--- src/rtl/shift_sequencer_if.sv ---
// Handshake and operand bundle between execute-stage control and the shift sequencer.
interface shift_sequencer_if #(
  parameter int WIDTH       = 32,
  parameter int SHAMT_WIDTH = 5
);
  logic                   start;
  logic [1:0]             op;
  logic [WIDTH-1:0]       data_in;
  logic [SHAMT_WIDTH-1:0] shamt;
  logic                   busy;
  logic                   done;
  logic [WIDTH-1:0]       data_out;

  modport master (
    output start, op, data_in, shamt,
    input  busy, done, data_out
  );

  modport slave (
    input  start, op, data_in, shamt,
    output busy, done, data_out
  );
endinterface

--- src/rtl/shift_sequencer.sv ---
// Multi-cycle SLL/SRL/SRA/ROTL unit: one single-bit shift step per cycle,
// with a start/busy/done handshake and a held result register.
module shift_sequencer #(
  parameter int WIDTH       = 32,
  parameter int SHAMT_WIDTH = 5
) (
  input  logic               clk,
  input  logic               reset,
  shift_sequencer_if.slave   bus
);

  localparam logic [1:0] IDLE  = 2'd0;
  localparam logic [1:0] SHIFT = 2'd1;
  localparam logic [1:0] DONE  = 2'd2;

  localparam logic [1:0] OP_SLL  = 2'b00;
  localparam logic [1:0] OP_SRL  = 2'b01;
  localparam logic [1:0] OP_SRA  = 2'b10;
  localparam logic [1:0] OP_ROTL = 2'b11;

  logic [1:0]             state;
  logic [WIDTH-1:0]       acc;
  logic [SHAMT_WIDTH-1:0] cnt;
  logic [1:0]             op_q;
  logic [WIDTH-1:0]       result;
  logic [WIDTH-1:0]       shifted;

  // One-position step of the accumulator for the captured operation.
  always_comb begin
    shifted = acc;
    case (op_q)
      OP_SLL:  shifted = {acc[WIDTH-2:0], 1'b0};
      OP_SRL:  shifted = {1'b0, acc[WIDTH-1:1]};
      OP_SRA:  shifted = {acc[WIDTH-1], acc[WIDTH-1:1]};
      OP_ROTL: shifted = {acc[WIDTH-2:0], acc[WIDTH-1]};
      default: shifted = acc;
    endcase
  end

  always_ff @(posedge clk) begin
    if (reset) begin
      state  <= IDLE;
      acc    <= '0;
      cnt    <= '0;
      op_q   <= '0;
      result <= '0;
    end else begin
      case (state)
        IDLE, DONE: begin
          if (bus.start) begin
            acc  <= bus.data_in;
            cnt  <= bus.shamt;
            op_q <= bus.op;
            // A zero amount skips SHIFT, so the operand is the result.
            if (bus.shamt == '0) begin
              result <= bus.data_in;
              state  <= DONE;
            end else begin
              state  <= SHIFT;
            end
          end else begin
            state <= IDLE;
          end
        end
        SHIFT: begin
          acc <= shifted;
          cnt <= cnt - SHAMT_WIDTH'(1);
          if (cnt == SHAMT_WIDTH'(1)) begin
            result <= shifted;
            state  <= DONE;
          end
        end
        default: state <= IDLE;
      endcase
    end
  end

  assign bus.busy     = (state == SHIFT);
  assign bus.done     = (state == DONE);
  assign bus.data_out = result;

endmodule

--- src/flat_wrapper.sv ---
// flat-port wrapper written by rule: the top's interface ports become plain ports
module shift_sequencer_flat 
#(
  parameter int WIDTH       = 32,
  parameter int SHAMT_WIDTH = 5
)
  (clk, reset, bus_start, bus_op, bus_data_in, bus_shamt, bus_busy, bus_done, bus_data_out);
  shift_sequencer_if #(.WIDTH(WIDTH), .SHAMT_WIDTH(SHAMT_WIDTH)) bus_i ();
  input  logic clk;
  input  logic reset;
  input wire logic [$bits(bus_i.start)-1:0] bus_start;
  input wire logic [$bits(bus_i.op)-1:0] bus_op;
  input wire logic [$bits(bus_i.data_in)-1:0] bus_data_in;
  input wire logic [$bits(bus_i.shamt)-1:0] bus_shamt;
  output wire logic [$bits(bus_i.busy)-1:0] bus_busy;
  output wire logic [$bits(bus_i.done)-1:0] bus_done;
  output wire logic [$bits(bus_i.data_out)-1:0] bus_data_out;
  assign bus_i.start = bus_start;
  assign bus_i.op = bus_op;
  assign bus_i.data_in = bus_data_in;
  assign bus_i.shamt = bus_shamt;
  assign bus_busy = bus_i.busy;
  assign bus_done = bus_i.done;
  assign bus_data_out = bus_i.data_out;
  shift_sequencer #(.WIDTH(WIDTH), .SHAMT_WIDTH(SHAMT_WIDTH)) u_core (.clk(clk), .reset(reset), .bus(bus_i));
endmodule
--- config.mk ---
export PLATFORM = sky130hd
export DESIGN_NAME = shift_sequencer_flat
export DESIGN_NICKNAME = d
export VERILOG_FILES = /design/src/rtl/shift_sequencer_if.sv /design/src/rtl/shift_sequencer.sv /design/src/flat_wrapper.sv
export SDC_FILE = /design/constraint.sdc
export NUM_CORES = 1
export LEC_CHECK = 0
export BUFFER_PORTS_ARGS = -buffer_cell sky130_fd_sc_hd__clkbuf_2
export CAP_MARGIN = 20
export CORE_ASPECT_RATIO = 0.5
export CORE_MARGIN = 4
export CORE_UTILIZATION = 48
export DETAILED_ROUTE_END_ITERATION = 8
export HOLD_SLACK_MARGIN = 0.03
export PLACE_DENSITY = 0.7
export RECOVER_POWER = 50
export SLEW_MARGIN = 20
export SYNTH_ARGS = -nofsm -noshare
export SYNTH_HDL_FRONTEND = slang
export SYNTH_SLANG_ARGS = --single-unit
--- constraint.sdc ---
create_clock -name clk -period 2.3 [get_ports clk]
set_input_delay 0.115 -clock clk [delete_from_list [all_inputs] [get_ports clk]]
set_output_delay 0.115 -clock clk [all_outputs]
set_load 0.05 [all_outputs]
Word level (Yosys, flattened, before mapping) --
Index checks and enable logic that the tools add are counted.
Operators by class: add/subtract/negate cells 1, reductions and logical operators 8, equality and inequality tests 9, multiplexer cells 13
Operators with widths (number):
- $mux 32 | 4
- $pmux 32 s2 | 2
- $pmux 32 s4 | 1
- $pmux 5 s2 | 1
- $eq 2x2->1 const B | 3
- $mux 2 | 3
- $eq 5x1->1 const B | 1
- $logic_not 5->1 | 1
- $mux 5 | 1
- $sub 5x1->5 const B | 1
- $eq 2x1->1 const B | 2
- $logic_not 2->1 | 2
- $ne 2x1->1 const B | 2
- $pmux 2 s2 | 1
- $reduce_and 2->1 | 2
- $reduce_and 4->1 | 1
- $ne 2x2->1 const B | 1
- $reduce_bool 2->1 | 1
- $reduce_or 2->1 | 1
Storage, ports and cells: register bits 73, output and inout bits 34, word-level logic and storage cells 36

Longest topological paths before layout --
Gate-level depths: netlist of the first run.
depth in word-level cells 4, gate-level depth with buffers 7, gate-level depth less buffers 6

Worst setup path after synthesis of the first run --
OpenSTA, ideal clock, no wires.
path type register -> register, start point register u_core.cnt[1], end point register u_core.result[31], in the netlist u_core.bus.data_out[31], setup slack 0.832 ns, stages on the path, launching flop included 8, arrival time 1.380 ns, clock period less this slack 1.468 ns, buffers on the path 1, library setup time 0.087 ns, cells stage by stage dfxtp_1 inv_1 ha_1 nor4b_2 a221oi_2 buf_2 nand2_1 o31ai_1
Between the ends: longest elaborated chain between the ends 3
Ends and longest elaborated chain:
- start: declaration | RTL line shift_sequencer.sv:23 | logic [SHAMT_WIDTH-1:0] cnt;
- start signal: assignment | RTL line shift_sequencer.sv:52 | cnt <= bus.shamt;
- start signal: assignment | RTL line shift_sequencer.sv:67 | cnt <= cnt - SHAMT_WIDTH'(1);
- $eq 5x1->1 | RTL line shift_sequencer.sv:68 | if (cnt == SHAMT_WIDTH'(1)) begin
- $ne 2x1->1 (no line)
- $reduce_and 4->1 (no line)
- end signal: assignment | RTL line shift_sequencer.sv:56 | result <= bus.data_in;
- end signal: assignment | RTL line shift_sequencer.sv:69 | result <= shifted;
- end: declaration | RTL line shift_sequencer.sv:25 | logic [WIDTH-1:0] result;
Every way passes these cells. A chain may end at the register's enable or synchronous reset.

Worst setup path in the final report of the first run --
start point register u_core.state[0], end point register u_core.acc[31]
Between the ends: longest elaborated chain between the ends 4
Ends and longest elaborated chain:
- start: declaration | RTL line shift_sequencer.sv:21 | logic [1:0] state;
- start signal: assignment | RTL line shift_sequencer.sv:42 | state <= IDLE;
- start signal: assignment | RTL line shift_sequencer.sv:57 | state <= DONE;
- start signal: assignment | RTL line shift_sequencer.sv:59 | state <= SHIFT;
- $eq 2x2->1 / $logic_not 2->1 (equally long branches) | RTL line shift_sequencer.sv:48 | case (state)
- $reduce_or 2->1 | RTL line shift_sequencer.sv:48
- $ne 2x2->1 (no line) / $reduce_bool 2->1 (equally long branches)
- $reduce_and 2->1 (no line)
- end signal: assignment | RTL line shift_sequencer.sv:51 | acc <= bus.data_in;
- end signal: assignment | RTL line shift_sequencer.sv:66 | acc <= shifted;
- end: declaration | RTL line shift_sequencer.sv:22 | logic [WIDTH-1:0] acc;
Parallel ways exist; a longest one is shown, timed or not.

==> key figures, run 1 <==
Run status
  • Status: finished clean

Route
  • DRT Wirelength: 7630 µm
  • Via count: 2657
  • Post-DR wirelength/cell: 15.9 µm
  • Avg Vias per Cell: 5.55
  • ANT nets after route: 0
  • Drt initial violations: 169
  • Drt pass-1 iters: 4
  • DR DRC count: 0

Clocking
  • Clock Sinks: 73
  • Setup Fix Bufs, Post-CTS: 0
  • Clock Latency Late Sink: 0.33 ns
  • CTS max path bufs: 2
  • CTS Root Cell: clkbuf_16
  • CTS tree: done
  • Reg clk slew, reported paths: 0.05 ns
  • CTS Buf Count: 9
  • # resized after CTS: 0
  • Clock H-tree levels: 3
  • CTS hold repair buffers: 2

Critical path
  • Worst Path Required: 2.54 ns
  • CP Capture Type: register
  • Startpoint Class: register
  • Crit Path Max Fanout: 22
  • WP data arrival: 2.23 ns
  • Crit path kind: reg -> reg
  • R2R setup slack: 0.31 ns

Die
  • # IOs: 76
  • Core ar.: 0.00633 mm²
  • Row count: 20
  • Die H: 66.4 µm
  • Die area: 0.00829 mm²
  • Starting Density: 0.517
  • Die X: 125 µm

Yosys
  • Sequential share of the synthesized area: 0.446
  • Post-synthesis cell count: 316
  • Post-synth cell types: 38
  • Yosys warnings: 0
  • Netlist Area Pre-Place: 0.00328 mm²
  • Mapped Avg Cell Area: 10.4 µm²
  • Syn_nets: 360
  • Synth Register Bits: 73

Flow run
  • Max Cap Viol: 0

Power and ir drop
  • Leakage: 1.61 nW
  • Seq pwr share: 0.412
  • Power, Total: 3.46 mW
  • Internal: 2.53 mW
  • Clock Power Share: 0.421
  • Net Switching: 929 µW
  • Gate power share: 0.167
  • Peak VDD IR: 0.491 mV
  • Sw frac: 0.269
  • P per Cell Area: 868 mW/mm²

Timing
  • Final hold viol count: 0
  • Setup Total Neg Slack: 0 ns
  • Max_slew headroom: 0.422
  • Fin crit period: 1.99 ns
  • Fin. max-slew vios: 0
  • FMAX: 503 MHz
  • Layout Skew: 0.00474 ns
  • Worst-Margin Slew: 0.867 ns
  • Final worst-path cycle share: 0.864
  • Final Setup Violations: 0
  • Unrepaired setup endpoints after global routing: no

GRT
  • First-pass GRT wire length: 12600 µm
  • Number of global-route vias before repair: 2562
  • Total gr overflow: 0
  • Initial antenna violation count: 0
  • Largest net degree at the start of global routing: 68
  • Tot GR Track Use: 0.191

Min path
  • Hold crit path type: in -> reg

Placed design
  • Routability Congestion: 0.790
  • DP Wirelength: 4960 µm
  • Port bufs: 75
  • Placed cell areas: 0.00372 mm²

Finish
  • # diodes: 0
  • # nets final: 430
  • P&R area growth vs syn: 21.5%
  • Finished Cell Area: 0.00398 mm²
  • Layout cells sized above 1: 0.251
-- metrics by stage --
| stage | std cells | hold slack [ns] | util | setup WS, ns |
|---|---|---|---|---|
| floorplan | 316 | 0.251 | - | 0.832 |
| CTS | 478 | 0.106 | 0.639 | 0.256 |
| finish | 479 | 0.113 | 0.629 | 0.312 |
| global placement | 460 | 0.351 | 0.587 | 0.391 |
| detailed placement | 460 | 0.348 | 0.587 | 0.318 |
| global route | 479 | 0.121 | 0.629 | 0.201 |
-- registers in the layout, summed over array words and instances (netlist names) --
signal               cells
u_core.acc              32
u_core.state             2
u_core.op_q              2
u_core.cnt               5
u_core.bus.data_out     32
-- worst max-delay path, cell delays in order, from the launching register on --
cell     delay [ns]
dfxtp_1        0.46
and2b_1        0.33
nor3_2         0.68
buf_6          0.30
nand2_1        0.07
o31ai_1        0.06
-- power groups by stage --
stage	clock, mW	sequential [mW]	combinational (mW)
final	1.45	1.42	0.578
after global routing	1.53	1.44	0.635
after CTS	1.48	1.42	0.593
after detailed placement	0	1.45	0.582
after global placement	0	1.45	0.574
after floorplan	0	1.47	0.428
-- cells by family after synthesis --
family	share of synthesized area
adder cells (fa/ha/maj)	0.00764
XOR/XNOR	0.00764
multiplexers	0.0982
AO/OA/AOI/OAI	0.290
AND/OR/NAND/NOR	0.0993
buffers and inverters	0.0512
flip-flops	0.446
-- routing by layer --
metal,wire [µm],vias up,part of all wire,track usage
met5,0,-,0,0
li1,-,1317,-,-
met4,103,0,0.014,0.0784
met2,3420,82,0.45,0.296
met1,3660,1245,0.48,0.246
met3,445,13,0.058,0.0677
-- synth_stat cells --
cell       n  share of area
dfxtp_1   73           0.45
a22o_1    62           0.17
nand2_1   38          0.044
mux2i_1   31          0.095
o21ai_2   30          0.080
buf_2     18          0.028
nor2_1    14          0.016
a21oi_1    5         0.0076
buf_6      4          0.014
inv_1      4         0.0046
o21ai_0    3         0.0046
a221oi_1   2         0.0053
clkbuf_2   2         0.0031
ha_1       2         0.0076
nand3_1    2         0.0031
nor2_4     2         0.0069
nor3_1     2         0.0031
o31ai_1    2         0.0046
a221oi_2   1         0.0046
a22oi_2    1         0.0038
a311o_1    1         0.0031
a31oi_1    1         0.0019
a32oi_1    1         0.0027
and2b_4    1         0.0031
clkbuf_1   1         0.0011
inv_2      1         0.0011
mux2_2     1         0.0034
nand2b_1   1         0.0019
nand2b_2   1         0.0027
nand3b_1   1         0.0023
nor2b_1    1         0.0019
nor3_2     1         0.0031
nor4b_2    1         0.0046
nor4b_4    1         0.0073
o211ai_1   1         0.0023
o221a_2    1         0.0034
xnor2_1    1         0.0027
xor2_2     1         0.0050
-- final cells by class --
| cell class | instances | area, µm² |
|---|---|---|
| timing repair buffer | 84 | 434 |
| inverter | 5 | 18.8 |
| clock inverter | 3 | 65.1 |
| multi-input combinational | 213 | 1650 |
| fill | 552 | 2350 |
| tap | 88 | 110 |
| clock buffer | 13 | 240 |
| sequential | 73 | 1460 |
-- worst paths after layout --
check | from | to | cells past startpoint
max | u_core.state[0] | u_core.acc[31] | 5
min | bus_data_in[6] | u_core.bus.data_out[6] | 4
max reg2reg | u_core.state[0] | u_core.acc[31] | 5
min reg2reg | u_core.bus.data_out[23] | u_core.bus.data_out[23] | 1
-- layout by cell type, fill, tap and decap left out, types with 3 or more instances in the layout --
master / n
nand2_1: 38
clkbuf_1: 38
inv_1: 4
mux2i_1: 31
o21ai_2: 25
a21oi_1: 5
o21ai_0: 8
clkbuf_16: 9
a22o_1: 62
nor2_1: 13
clkbuf_2: 41
dfxtp_1: 73
buf_4: 3
(Power assumes the default switching activity.)
==> inputs of run 2 (changes only) <==
CORE_ASPECT_RATIO = unset   (was 0.5)
==> run 2 against run 1 <==
Sequential share of layout area up 0.87 points. Count of clock-buffer cells in the layout down 2. Non-clock buffer count rose by 1. Via count fell by 1.1%. Clock power is 31% lower. Critical path type unchanged.
==> key figures, run 2 (synthesis gave the netlist of run 1 again) <==
Die
  • # IOs: 76 (unchanged)
  • Die area: 0.00821 mm² (was 0.00829 mm²)
  • Core ar.: 0.00649 mm² (was 0.00633 mm²)
  • Die H: 90.6 µm (was 66.4 µm)
  • Row count: 29 (was 20)
  • Starting Density: 0.504 (was 0.517)
  • Die X: 90.6 µm (was 125 µm)

GRT
  • First-pass GRT wire length: 12100 µm (was 12600 µm)
  • Initial antenna violation count: 0 (unchanged)
  • Largest net degree at the start of global routing: 68 (unchanged)
  • Tot GR Track Use: 0.179 (was 0.191)
  • Total gr overflow: 0 (unchanged)
  • Number of global-route vias before repair: 2607 (was 2562)

Flow run
  • Max Cap Viol: 0 (unchanged)

Clocking
  • CTS tree: done (unchanged)
  • # resized after CTS: 0 (unchanged)
  • Clock H-tree levels: 3 (unchanged)
  • CTS max path bufs: 2 (unchanged)
  • CTS Buf Count: 9 (unchanged)
  • Reg clk slew, reported paths: 0.07 ns (was 0.05 ns)
  • CTS hold repair buffers: 2 (unchanged)
  • Clock Latency Late Sink: 0.34 ns (was 0.33 ns)
  • CTS Root Cell: clkbuf_8 (was clkbuf_16)
  • Clock Sinks: 73 (unchanged)
  • Setup Fix Bufs, Post-CTS: 0 (unchanged)

Run status
  • Status: finished clean (unchanged)

Route
  • Drt initial violations: 93 (was 169)
  • ANT nets after route: 0 (unchanged)
  • Via count: 2627 (was 2657)
  • Avg Vias per Cell: 5.60 (was 5.55)
  • DR DRC count: 0 (unchanged)
  • Drt pass-1 iters: 4 (unchanged)
  • DRT Wirelength: 7130 µm (was 7630 µm)
  • Post-DR wirelength/cell: 15.2 µm (was 15.9 µm)

Critical path
  • Worst r2r path cells: 7 (was 5)
  • Slowest cell on the critical path: a221oi_4 (was nor3_2)
  • Startpoint Class: register (unchanged)
  • Reg2reg end: u_core.bus.data_out[31] (was u_core.acc[31])
  • R2R setup slack: 0.26 ns (was 0.31 ns)
  • Crit Path Max Fanout: 17 (was 22)
  • FF-to-FF Start: u_core.cnt[1] (was u_core.state[0])
  • Worst setup path start: u_core.cnt[1] (was u_core.state[0])
  • CP peak stage delay: 0.69 ns (was 0.68 ns)
  • WP data arrival: 2.28 ns (was 2.23 ns)
  • Worst Path Required: 2.54 ns (about the same)
  • CP Capture Type: register (unchanged)
  • End of the critical path: u_core.bus.data_out[31] (was u_core.acc[31])
  • Worst-path cell chain: inv_1 > ha_1 > nor4b_2 > a221oi_4 > buf_4 > nand2_1 > o31ai_1 (was and2b_1 > nor3_2 > buf_6 > nand2_1 > o31ai_1)
  • Crit path kind: reg -> reg (unchanged)

Timing
  • Setup Total Neg Slack: 0 ns (unchanged)
  • Fin. max-slew vios: 0 (unchanged)
  • Fin crit period: 2.04 ns (was 1.99 ns)
  • FMAX: 491 MHz (was 503 MHz)
  • Final hold viol count: 0 (unchanged)
  • Final Setup Violations: 0 (unchanged)
  • Worst-Margin Slew: 1.06 ns (was 0.867 ns)
  • Max_slew headroom: 0.287 (was 0.422)
  • Unrepaired setup endpoints after global routing: no (unchanged)
  • Layout Skew: 0.00923 ns (was 0.00474 ns)
  • Setup ws final: 0.262 ns (was 0.312 ns)
  • Final worst-path cycle share: 0.886 (was 0.864)

Power and ir drop
  • Net Switching: 894 µW (was 929 µW)
  • Sw frac: 0.298 (was 0.269)
  • Leakage: 1.57 nW (was 1.61 nW)
  • Gate power share: 0.194 (was 0.167)
  • Power, Total: 3.00 mW (was 3.46 mW)
  • Clock Power Share: 0.333 (was 0.421)
  • P per Cell Area: 773 mW/mm² (was 868 mW/mm²)
  • Internal: 2.11 mW (was 2.53 mW)
  • Peak VDD IR: 0.393 mV (was 0.491 mV)
  • Seq pwr share: 0.473 (was 0.412)

Finish
  • P&R area growth vs syn: 18.7% (was 21.5%)
  • Most frequent cells in the layout: 73 x dfxtp_1, 62 x a22o_1, 41 x clkbuf_2 (unchanged)
  • # nets final: 431 (was 430)
  • Layout cells sized above 1: 0.273 (was 0.251)
  • # diodes: 0 (unchanged)
  • Commonest non-fill, non-tap cell in the layout: dfxtp_1 (unchanged)

Min path
  • Hold crit path type: in -> reg (unchanged)

Placed design
  • Routability Congestion: 0.777 (was 0.790)
  • Port bufs: 75 (unchanged)
  • DP Wirelength: 4910 µm (was 4960 µm)
  • Dpl ws: 0.271 ns (was 0.318 ns)
==> run 2: area by class of cell <==
type	count	area (µm²)
multi-input combinational	213	1670
inverter	5	18.8
tap	77	96.3
clock buffer	11	141
timing repair buffer	85	445
fill	605	2610
clock inverter	5	55.1
sequential	73	1460
==> run 2: routing by layer <==
| layer | up-vias | global-route usage | part of all wire |
|---|---|---|---|
| met4 | 0 | 0.0727 | 0.010 |
| li1 | 1327 | - | - |
| met5 | - | 0 | 0 |
| met2 | 54 | 0.284 | 0.45 |
| met1 | 1240 | 0.235 | 0.50 |
| met3 | 6 | 0.0383 | 0.041 |
==> run 2: through the flow <==
stage | area (µm²) | util | hold WS (ns) | cells
6_report | 3890 | 0.599 | 0.0906 | 469
5_1_grt | 3890 | 0.599 | 0.0996 | 469
3_3_place_gp | 3690 | 0.569 | 0.356 | 450
4_1_cts | 3940 | 0.606 | 0.0765 | 469
3_5_place_dp | 3720 | 0.573 | 0.358 | 451
2_1_floorplan | 3280 | - | 0.251 | 316
==> run 2: how the worst min path moves through the flow <==
stage,from,endpoint,slack (ns),depth (start not counted)
after floorplan,bus_op[1],u_core.op_q[1],0.25,2
after CTS,bus_shamt[2],u_core.cnt[2],0.08,3
after global routing,bus_shamt[2],u_core.cnt[2],0.1,3
after detailed placement,bus_op[0],u_core.op_q[0],0.36,3
after global placement,bus_op[0],u_core.op_q[0],0.36,3
final,bus_shamt[2],u_core.cnt[2],0.09,3
==> run 2: critical path: cells and delay by family, from the launching register on <==
kind | cells | cell delay [ns]
and+or+nand+nor | 2 | 0.25
adders and majority gates | 1 | 0.16
AOI/OAI and AO/OA | 2 | 0.75
buffers and inverters | 2 | 0.42
DFF | 1 | 0.36
==> run 2: power groups by stage <==
| stage | logic (mW) | clock network, mW | registers [mW] |
|---|---|---|---|
| floorplan | 0.428 | 0 | 1.47 |
| global placement | 0.576 | 0 | 1.45 |
| detailed placement | 0.591 | 0 | 1.45 |
| CTS | 0.595 | 1.02 | 1.42 |
| global route | 0.641 | 1.08 | 1.43 |
| finish | 0.582 | 1.00 | 1.42 |
==> inputs of run 3 (changes only) <==
PLACE_DENSITY = 0.72   (was 0.7)
==> run 3 against run 2 <==
Sequential cell count did not move. Combinational power shrank 3.8%. First-iteration DRC count fell by 9.7%.
==> key figures, run 3 (synthesis gave the netlist of run 1 again) <==
Clocking
  • CTS Root Cell: clkbuf_8 (unchanged)
  • CTS tree: done (unchanged)
  • Clock Latency Late Sink: 0.34 ns (about the same)
  • Clock H-tree levels: 3 (unchanged)
  • CTS max path bufs: 2 (unchanged)
  • CTS Buf Count: 9 (unchanged)
  • Reg clk slew, reported paths: 0.08 ns (was 0.07 ns)
  • Clock Sinks: 73 (unchanged)

Finish
  • P&R area growth vs syn: 17.4% (was 18.7%)
  • Layout cells sized above 1: 0.255 (was 0.273)
  • # nets final: 431 (unchanged)
  • Most frequent cells in the layout: 73 x dfxtp_1, 62 x a22o_1, 42 x clkbuf_2 (was 73 x dfxtp_1, 62 x a22o_1, 41 x clkbuf_2)
  • Fillers: 609 (was 605)
  • # diodes: 0 (unchanged)
  • Commonest non-fill, non-tap cell in the layout: dfxtp_1 (unchanged)
  • Final Non-Filler Cells: 469 (unchanged)

Die
  • Starting Density: 0.504 (unchanged)
  • Core ar.: 0.00649 mm² (unchanged)
  • Die H: 90.6 µm (unchanged)
  • Die area: 0.00821 mm² (unchanged)
  • Row count: 29 (unchanged)
  • Die X: 90.6 µm (unchanged)
  • # IOs: 76 (unchanged)

Power and ir drop
  • Gate power share: 0.184 (was 0.194)
  • Internal: 2.16 mW (was 2.11 mW)
  • Clock Power Share: 0.350 (was 0.333)
  • Sw frac: 0.292 (was 0.298)
  • Peak VDD IR: 0.355 mV (was 0.393 mV)
  • Seq pwr share: 0.466 (was 0.473)
  • P per Cell Area: 793 mW/mm² (was 773 mW/mm²)
  • Net Switching: 891 µW (was 894 µW)
  • Leakage: 1.56 nW (was 1.57 nW)

Route
  • Post-DR wirelength/cell: 15.5 µm (was 15.2 µm)
  • Via count: 2623 (was 2627)
  • Drt pass-1 iters: 4 (unchanged)
  • Avg Vias per Cell: 5.59 (was 5.60)
  • ANT nets after route: 0 (unchanged)
  • DR DRC count: 0 (unchanged)
  • DRT Wirelength: 7270 µm (was 7130 µm)
  • Drt initial violations: 84 (was 93)

Placed design
  • Dpl ws: 0.254 ns (was 0.271 ns)
  • DP Wirelength: 5000 µm (was 4910 µm)
  • Placed Cells incl. Taps: 451 (unchanged)
  • Port bufs: 75 (unchanged)
  • Routability Congestion: 0.763 (was 0.777)

GRT
  • Total gr overflow: 0 (unchanged)
  • Initial antenna violation count: 0 (unchanged)
  • GR Layer Usage met3: 0.0400 (was 0.0383)
  • Met2 Use GR: 0.288 (was 0.284)
  • Largest net degree at the start of global routing: 68 (unchanged)
  • Tot GR Track Use: 0.185 (was 0.179)
  • GR Layer Usage met1: 0.251 (was 0.235)
  • Number of global-route vias before repair: 2637 (was 2607)
  • First-pass GRT wire length: 12700 µm (was 12100 µm)
  • Most utilized layer in the global route result: met2 (unchanged)

Timing
  • Fin crit period: 2.03 ns (was 2.04 ns)
  • Setup ws final: 0.268 ns (was 0.262 ns)
  • Hold WS: 0.0957 ns (was 0.0906 ns)
  • Worst-Margin Slew: 0.814 ns (was 1.06 ns)
  • Final worst-path cycle share: 0.884 (was 0.886)
  • FMAX: 492 MHz (was 491 MHz)
  • Final Setup Violations: 0 (unchanged)
  • Fin. max-slew vios: 0 (unchanged)
  • Unrepaired setup endpoints after global routing: no (unchanged)
  • Setup Total Neg Slack: 0 ns (unchanged)
  • Layout Skew: 0.00804 ns (was 0.00923 ns)
  • Max_slew headroom: 0.457 (was 0.287)
  • Final hold viol count: 0 (unchanged)

Min path
  • Hold crit path type: in -> reg (unchanged)

Critical path
  • Worst Path Required: 2.58 ns (was 2.54 ns)
  • Startpoint Class: register (unchanged)
  • WP data arrival: 2.32 ns (was 2.28 ns)
  • Crit Path Max Fanout: 18 (was 17)
  • CP Capture Type: register (unchanged)
  • Crit path kind: reg -> reg (unchanged)

Flow run
  • Max Cap Viol: 0 (unchanged)

Run status
  • Status: finished clean (unchanged)
-- run 3: metrics by stage --
stage / cell area (µm²) / utilization / total power, mW
2_1_floorplan: 3280 / - / 1.90
5_1_grt: 3850 / 0.592 / 3.20
3_5_place_dp: 3690 / 0.569 / 2.03
4_1_cts: 3930 / 0.605 / 3.10
6_report: 3850 / 0.592 / 3.05
3_3_place_gp: 3690 / 0.569 / 2.02
-- run 3: critical path, cell delays in order (launching register included) --
cell and delay [ns]:
dfxtp_1 0.36, inv_1 0.07, ha_1 0.17, nor4b_2 0.18, a221oi_4 0.64, buf_4 0.37, a22o_1 0.18
-- run 3: metal layers --
metal  wire length [µm]  share of wire  up-vias
met4                 85          0.012        0
met3                336          0.046        9
li1                   -              -     1327
met1               3540           0.49     1221
met2               3310           0.46       66
met5                  0              0        -
-- run 3: path summary, 6_finish.rpt --
| path | start | endpoint | slack [ns] | cells past startpoint |
|---|---|---|---|---|
| worst min-delay path | bus_data_in[25] | u_core.bus.data_out[25] | 0.1 | 4 |
| worst max-delay path | u_core.cnt[1] | u_core.bus.data_out[16] | 0.27 | 6 |
| worst min register to register | u_core.bus.data_out[31] | u_core.bus.data_out[31] | 0.47 | 2 |
| worst max register to register | u_core.cnt[1] | u_core.bus.data_out[16] | 0.27 | 6 |
-- run 3: timing repair --
action	4_1_cts	5_1_grt
hold endpoints to repair	2	0
hold buffers	2	0
setup buffers	0	0
resized for setup	0	0
-- run 3: layout make-up --
cell class	instances	area [µm²]	area share
multi-input cells	213	1640	0.427
flip-flops and latches	73	1460	0.380
repair buffers	85	410	0.107
clock buffers	12	165	0.0429
well taps	77	96.3	0.0250
clock inverters	4	50.0	0.0130
inverters	5	18.8	0.00488
-- run 3: power groups by stage --
stage	Combinational (mW)	Sequential, mW	Clock, mW
4_1_cts	0.587	1.42	1.09
2_1_floorplan	0.428	1.47	0
3_5_place_dp	0.580	1.45	0
3_3_place_gp	0.574	1.45	0
6_report	0.560	1.42	1.07
5_1_grt	0.620	1.43	1.15
